===== src/rtl/mem_arb_pkg.sv =====
// Shared definitions for the mem_arb memory-port arbiter: FSM states,
// grant bit positions and the default SRAM address window.
package mem_arb_pkg;

  typedef enum logic [1:0] {
    ARB_IDLE  = 2'd0,
    ARB_ISSUE = 2'd1,
    ARB_DONE  = 2'd2
  } arb_state_e;

  // Bit positions inside the one-hot grant vector
  localparam int GNT_AXIS = 0;
  localparam int GNT_IFU  = 1;
  localparam int GNT_AGU  = 2;

  localparam logic [15:0] SRAM_BASE_DEF = 16'h8000;

endpackage


===== src/rtl/mem_arb_pick.sv =====
// Combinational priority picker: axis > ifu > agu, except that an aged agu
// request jumps ahead of everyone. Produces a one-hot grant (or all zero).
module mem_arb_pick
  import mem_arb_pkg::*;
(
  input  logic       axis_val,
  input  logic       ifu_val,
  input  logic       agu_val,
  input  logic       agu_aged,
  output logic [2:0] gnt
);

  always_comb begin
    gnt = '0;
    if (agu_val && agu_aged) begin
      gnt[GNT_AGU] = 1'b1;
    end else if (axis_val) begin
      gnt[GNT_AXIS] = 1'b1;
    end else if (ifu_val) begin
      gnt[GNT_IFU] = 1'b1;
    end else if (agu_val) begin
      gnt[GNT_AGU] = 1'b1;
    end
  end

endmodule


===== src/rtl/mem_arb.sv =====
// Three-requester arbiter for the core memory port, routing to SRAM or AXI.
// Optional ISSUE-state watchdog with o_err is enabled by CIRNO9_ARB_TIMEOUT_EN.
module mem_arb
  import mem_arb_pkg::*;
#(
  parameter logic [15:0] SRAM_BASE  = SRAM_BASE_DEF,
  parameter int          STARVE_MAX = 8
`ifdef CIRNO9_ARB_TIMEOUT_EN
  , parameter int        TIMEOUT    = 256
`endif
) (
  input  logic        clk,
  input  logic        rst_n,
  input  logic        hs_axis4arb_val,
  output logic        hs_arb4axis_rdy,
  input  logic [31:0] i_axis_adr,
  input  logic [31:0] i_axis_wdat,
  input  logic [3:0]  i_axis_wen,
  input  logic        i_axis_ren,
  input  logic        hs_ifu4arb_val,
  output logic        hs_arb4ifu_rdy,
  input  logic [31:0] i_ifu_pc,
  input  logic        hs_agu4arb_val,
  output logic        hs_arb4agu_rdy,
  input  logic [31:0] i_agu_adr,
  input  logic [31:0] i_agu_wdat,
  input  logic [3:0]  i_agu_wen,
  input  logic        i_agu_ren,
  output logic        o_sram_ren,
  output logic [3:0]  o_sram_wen,
  input  logic        hs_ram4arb_rdy,
  input  logic [31:0] i_sram_rdat,
  output logic        hs_arb4axim_val,
  output logic        o_axim_ren,
  output logic [3:0]  o_axim_wen,
  input  logic        hs_axim4arb_rdy,
  input  logic [31:0] i_axim_rdat,
  output logic [31:0] o_adr,
  output logic [31:0] o_wdat,
`ifdef CIRNO9_ARB_TIMEOUT_EN
  output logic        o_err,
`endif
  output logic [31:0] o_rdat
);

  localparam int SW = $clog2(STARVE_MAX + 1);

  arb_state_e    state_q, state_d;
  logic [2:0]    gnt_q, gnt_d;
  logic [31:0]   adr_q, adr_d;
  logic [31:0]   wdat_q, wdat_d;
  logic [3:0]    wen_q, wen_d;
  logic          ren_q, ren_d;
  logic [31:0]   rdat_q, rdat_d;
  logic [SW-1:0] starve_q, starve_d;

  logic [2:0]    pick_gnt;
  logic          sel_sram;
  logic          tgt_rdy;
  logic [31:0]   tgt_rdat;
  logic          issue_end;

  assign sel_sram = (adr_q[31:16] == SRAM_BASE);
  assign tgt_rdy  = sel_sram ? hs_ram4arb_rdy : hs_axim4arb_rdy;
  assign tgt_rdat = sel_sram ? i_sram_rdat : i_axim_rdat;

`ifdef CIRNO9_ARB_TIMEOUT_EN
  localparam int TW = $clog2(TIMEOUT + 1);
  logic [TW-1:0] tmo_q, tmo_d;
  logic          err_q, err_d;
  logic          tmo_hit;

  assign tmo_hit   = (tmo_q == TW'(TIMEOUT - 1)) && !tgt_rdy;
  assign issue_end = tgt_rdy || tmo_hit;
  assign o_err     = err_q;
`else
  assign issue_end = tgt_rdy;
`endif

  mem_arb_pick u_pick (
    .axis_val (hs_axis4arb_val),
    .ifu_val  (hs_ifu4arb_val),
    .agu_val  (hs_agu4arb_val),
    .agu_aged (starve_q == SW'(STARVE_MAX)),
    .gnt      (pick_gnt)
  );

  always_ff @(posedge clk or negedge rst_n) begin
    if (!rst_n) begin
      state_q <= ARB_IDLE;
    end else begin
      state_q <= state_d;
    end
  end

  always_comb begin
    state_d = state_q;
    case (state_q)
      ARB_IDLE:  if (|pick_gnt) state_d = ARB_ISSUE;
      ARB_ISSUE: if (issue_end) state_d = ARB_DONE;
      ARB_DONE:  state_d = ARB_IDLE;
      default:   state_d = ARB_IDLE;
    endcase
  end

  // Request latch, aging counter and read-data capture
  always_comb begin
    gnt_d    = gnt_q;
    adr_d    = adr_q;
    wdat_d   = wdat_q;
    wen_d    = wen_q;
    ren_d    = ren_q;
    rdat_d   = rdat_q;
    starve_d = starve_q;
`ifdef CIRNO9_ARB_TIMEOUT_EN
    tmo_d    = tmo_q;
    err_d    = err_q;
`endif
    case (state_q)
      ARB_IDLE: begin
`ifdef CIRNO9_ARB_TIMEOUT_EN
        tmo_d = '0;
        err_d = 1'b0;
`endif
        if (|pick_gnt) gnt_d = pick_gnt;
        if (pick_gnt[GNT_AXIS]) begin
          adr_d  = i_axis_adr;
          wdat_d = i_axis_wdat;
          wen_d  = i_axis_wen;
          ren_d  = i_axis_ren && (i_axis_wen == 4'h0);
        end else if (pick_gnt[GNT_IFU]) begin
          adr_d  = i_ifu_pc;
          wdat_d = '0;
          wen_d  = '0;
          ren_d  = 1'b1;
        end else if (pick_gnt[GNT_AGU]) begin
          adr_d  = i_agu_adr;
          wdat_d = i_agu_wdat;
          wen_d  = i_agu_wen;
          ren_d  = i_agu_ren && (i_agu_wen == 4'h0);
        end
        if (!hs_agu4arb_val || pick_gnt[GNT_AGU]) begin
          starve_d = '0;
        end else if (starve_q != SW'(STARVE_MAX)) begin
          starve_d = starve_q + SW'(1);
        end
      end
      ARB_ISSUE: begin
`ifdef CIRNO9_ARB_TIMEOUT_EN
        tmo_d = tmo_q + TW'(1);
        if (tmo_hit) begin
          rdat_d = 32'hDEAD_BEEF;
          err_d  = 1'b1;
        end
`endif
        if (tgt_rdy && ren_q) rdat_d = tgt_rdat;
      end
      ARB_DONE: begin
`ifdef CIRNO9_ARB_TIMEOUT_EN
        err_d = 1'b0;
`endif
      end
      default: ;
    endcase
  end

  always_ff @(posedge clk or negedge rst_n) begin
    if (!rst_n) begin
      gnt_q    <= '0;
      adr_q    <= '0;
      wdat_q   <= '0;
      wen_q    <= '0;
      ren_q    <= 1'b0;
      rdat_q   <= '0;
      starve_q <= '0;
`ifdef CIRNO9_ARB_TIMEOUT_EN
      tmo_q    <= '0;
      err_q    <= 1'b0;
`endif
    end else begin
      gnt_q    <= gnt_d;
      adr_q    <= adr_d;
      wdat_q   <= wdat_d;
      wen_q    <= wen_d;
      ren_q    <= ren_d;
      rdat_q   <= rdat_d;
      starve_q <= starve_d;
`ifdef CIRNO9_ARB_TIMEOUT_EN
      tmo_q    <= tmo_d;
      err_q    <= err_d;
`endif
    end
  end

  // Outputs decode from registered state only, so reset clears them at once
  always_comb begin
    o_sram_ren      = 1'b0;
    o_sram_wen      = 4'h0;
    hs_arb4axim_val = 1'b0;
    o_axim_ren      = 1'b0;
    o_axim_wen      = 4'h0;
    o_adr           = '0;
    o_wdat          = '0;
    hs_arb4axis_rdy = 1'b0;
    hs_arb4ifu_rdy  = 1'b0;
    hs_arb4agu_rdy  = 1'b0;
    case (state_q)
      ARB_ISSUE: begin
        o_adr  = adr_q;
        o_wdat = wdat_q;
        if (sel_sram) begin
          o_sram_ren = ren_q;
          o_sram_wen = wen_q;
        end else begin
          hs_arb4axim_val = 1'b1;
          o_axim_ren      = ren_q;
          o_axim_wen      = wen_q;
        end
      end
      ARB_DONE: begin
        hs_arb4axis_rdy = gnt_q[GNT_AXIS];
        hs_arb4ifu_rdy  = gnt_q[GNT_IFU];
        hs_arb4agu_rdy  = gnt_q[GNT_AGU];
      end
      default: ;
    endcase
  end

  assign o_rdat = rdat_q;

endmodule


===== config.mk =====
export PLATFORM = sky130hd
export DESIGN_NAME = mem_arb
export DESIGN_NICKNAME = d
export VERILOG_FILES = /design/src/rtl/mem_arb_pkg.sv /design/src/rtl/mem_arb_pick.sv /design/src/rtl/mem_arb.sv
export SDC_FILE = /design/constraint.sdc
export NUM_CORES = 1
export LEC_CHECK = 0
export BUFFER_PORTS_ARGS = -buffer_cell sky130_fd_sc_hd__buf_4
export CAP_MARGIN = 0
export CORE_AREA = 2 2 152 168
export CTS_BUF_LIST = sky130_fd_sc_hd__clkbuf_16
export DETAILED_ROUTE_END_ITERATION = 10
export DIE_AREA = 0 0 154 170
export HOLD_SLACK_MARGIN = 0.03
export PLACE_DENSITY = 0.57
export SETUP_SLACK_MARGIN = 0.3
export SLEW_MARGIN = 15
export SYNTH_ARGS = -nofsm -noshare
export SYNTH_HDL_FRONTEND = slang
export SYNTH_HIERARCHICAL = 1
export SYNTH_SLANG_ARGS = --single-unit

===== constraint.sdc =====
create_clock -name clk -period 3.1 [get_ports clk]
set_input_delay 0.62 -clock clk [delete_from_list [all_inputs] [get_ports clk]]
set_output_delay 0.62 -clock clk [all_outputs]
set_load 0.05 [all_outputs]

==> impl_metrics.toml <==
[status]
status = "finished with violations"
violations = "DRC"

[route]
drt_pass1_iterations = 7
vias = 5761
drt-vias-per-instance = 4.68
first_iter_violations = 315
wl_per_cell_um = 17.4
antenna_left = 0
drc_errors = 1
drt_wl_total_um = 21400

[floorplanning]
ios = 351
die_area_um2 = 26200
fp.dieW_um = 154
start_util_pct = 24.7
dieHeight_um = 170
core_area_um2 = 24400
row_count = 60

[sta]
fmax_ghz = 0.377
tightest_slew_ns = 0.773
setup_viol_count_final = 0
rsz0062_at_grt = "no"
hold_viol_final = 0
slew_viol_final = 0
clock_skew_ns = 0.0140
timing.final.crit_period_ns = 2.65
tns_ns = 0
setup_ws_ns = 0.449
slew_headroom_pct = 48.5
period_share_pct = 85.5

[placed_design]
place_inst = 1214
io_buffers = 350
gp_congestion = 0.734
place_ws_ns = 0.740
hpwl_um = 16100

[final_layout]
nets = 1158
diodes = 0
postLayoutCoreUtil_pct = 37.8
layoutNonFillerInstCount = 1230
drive_gt1_share_pct = 43.6
area_growth_syn_to_layout_pct = 53.1

[cts]
cts-root-buf = "clkbuf_16"
cts_tree = "done"
cts.sinks = 110
insertion_delay_ns = 0.36
htreeDepth = 3
ctsHoldBuffers = 0
clk_path_buf_depth = 2
postCtsSetupBuffers = 0
cts-buffers-inserted = 9
cts_resized = 0
clkTransAtPathRegs_ns = 0.09

[setup_path]
crit_path_max_incr_delay_ns = 0.55
critPathMaxFanout = 41
critPathArrivalTime_ns = 2.03
endpoint_kind = "output port"
startpoint_type = "register"
cp.required_ns = 2.48
critPathSlowestCell = "and2b_4"
critPathKind = "register to output port"
cp_cell_sequence = "and2b_4, buf_12, and3_2, buf_4"

[logic_synthesis]
syn_inst = 591
synthesis.nets = 834
synth-async-reset-ratio_pct = 100
synth.distinct_cells = 46
ys_ff_latch = 110
mappedNetlistArea_um2 = 6030
avgSynthCellArea_um2 = 10.2
ys.flop_type = "dfrtp_1"
ys_seq_area_share_pct = 45.7
synth_edf_count = 0
yosys_warnings = 6

[min_path]
hp-class = "primary input to asynchronous set/reset pin"

[power_and_ir_drop]
powerDensity_nw_per_um2 = 950
ir_drop_uv = 294
leakage_uw = 0.00450
power_uw = 8770

[global_routing]
grt_pass1_wl_um = 33200
antenna_found_initial = 0
globalRouteOverflowTotal = 0
grt_pass1_vias = 5859
grt_max_degree = 71
track_usage_pct = 16.2

[flow_run]
cap_violations = 0
[power breakdown]
group	switching, µW	internal (µW)	leakage, µW	total (µW)
Sequential	468	2110	0.00134	2570
Clock	578	552	0.000141	1130
Combinational	3250	1820	0.00302	5070
Total	4290	4480	0.00450	8770
[worst max-delay path: cells and delay by family, from the launching register on]
| family | cells | cell delay (ns) |
|---|---|---|
| AND/OR/NAND/NOR | 2 | 0.75 |
| buffers and inverters | 2 | 0.44 |
| flip-flops | 1 | 0.45 |
[through the flow]
stage | hold slack [ns] | instance area [µm²]
6_report | 0.385 | 9230
5_1_grt | 0.454 | 9230
4_1_cts | 0.424 | 9230
3_5_place_dp | 0.463 | 8960
3_3_place_gp | 0.454 | 8960
2_1_floorplan | 0.324 | 6030
[cell usage in the layout (no fill, tap or decap), drive strengths merged]
cell type / instances
nand3: 1
nand2: 39
o21ai: 38
clkbuf: 9
nand4bb: 1
nand2b: 20
o21a: 1
nor2: 35
and4: 1
nor4b: 1
o221a: 32
and3: 46
nand4b: 1
dfrtp: 110
a221o: 35
ha: 2
a21boi: 1
buf: 364
mux2i: 33
and2b: 1
a21oi: 33
a41oi: 1
and3b: 1
nor2b: 2
a21bo: 1
inv: 7
or2b: 13
a32o: 2
nor4: 5
nand4: 2
a211oi: 1
clkinv: 4
and2: 68
a22o: 4
nand3b: 1
a41o: 1
mux2: 1
o31ai: 2
[Yosys cell counts (18+ instances only)]
cell        n  area (µm²)
a21oi_1    33         165
a221o_1    35         350
and2_1     67         419
and3_1     41         257
buf_2      18        90.1
clkbuf_1   28         105
dfrtp_1   110        2750
mux2i_1    33         330
nand2_1    39         146
nand2b_1   20         125
nor2_1     34         128
o21ai_0    38         190
o221a_1    30         338
[final cells by class]
| class | count | area [µm²] |
|---|---|---|
| Clock buffer | 9 | 225 |
| Tap cell | 310 | 388 |
| Clock inverter | 7 | 50.0 |
| Sequential cell | 110 | 2750 |
| Inverter | 4 | 15.0 |
| Multi-Input combinational cell | 426 | 3030 |
| Timing Repair Buffer | 364 | 2770 |
| Fill cell | 2486 | 15200 |
[cell families after synthesis]
logic type | Yosys count | share of synthesized area [%]
compound gates | 152 | 20.2
buf+inv | 55 | 4.52
simple gates | 238 | 23.5
fa+ha+maj | 2 | 0.415
flops | 110 | 45.7
mux | 34 | 5.67
[registers in the layout, indices dropped and copies added (netlist names)]
name / cells
adr_q: 32
o_rdat: 32
wdat_q: 32
starve_q: 4
wen_q: 4
gnt_q: 3
state_q: 2
ren_q: 1
[per-layer routing]
metal	wire, µm	GRT usage, %
met4	568	5.32
met2	10500	27.6
met1	8840	20.2
met5	0	0
met3	1500	3.77
[worst paths after layout]
kind / from / end / slack, ns / cells after the start
setup / recovery: state_q[1]$_DFFE_PN0P_ / o_sram_wen[1] / 0.45 / 4
hold / removal: rst_n / wdat_q[1]$_DFFE_PN0P_ / 0.39 / 2
setup reg to reg: starve_q[0]$_DFFE_PN0P_ / wdat_q[13]$_DFFE_PN0P_ / 0.73 / 9
hold reg to reg: adr_q[5]$_DFFE_PN0P_ / adr_q[5]$_DFFE_PN0P_ / 0.47 / 2
max in group asynchronous: rst_n / adr_q[27]$_DFFE_PN0P_ / 2.15 / 2
min in group clk: adr_q[5]$_DFFE_PN0P_ / adr_q[5]$_DFFE_PN0P_ / 0.47 / 2
No activity file was read; power rests on OpenSTA's default activity.
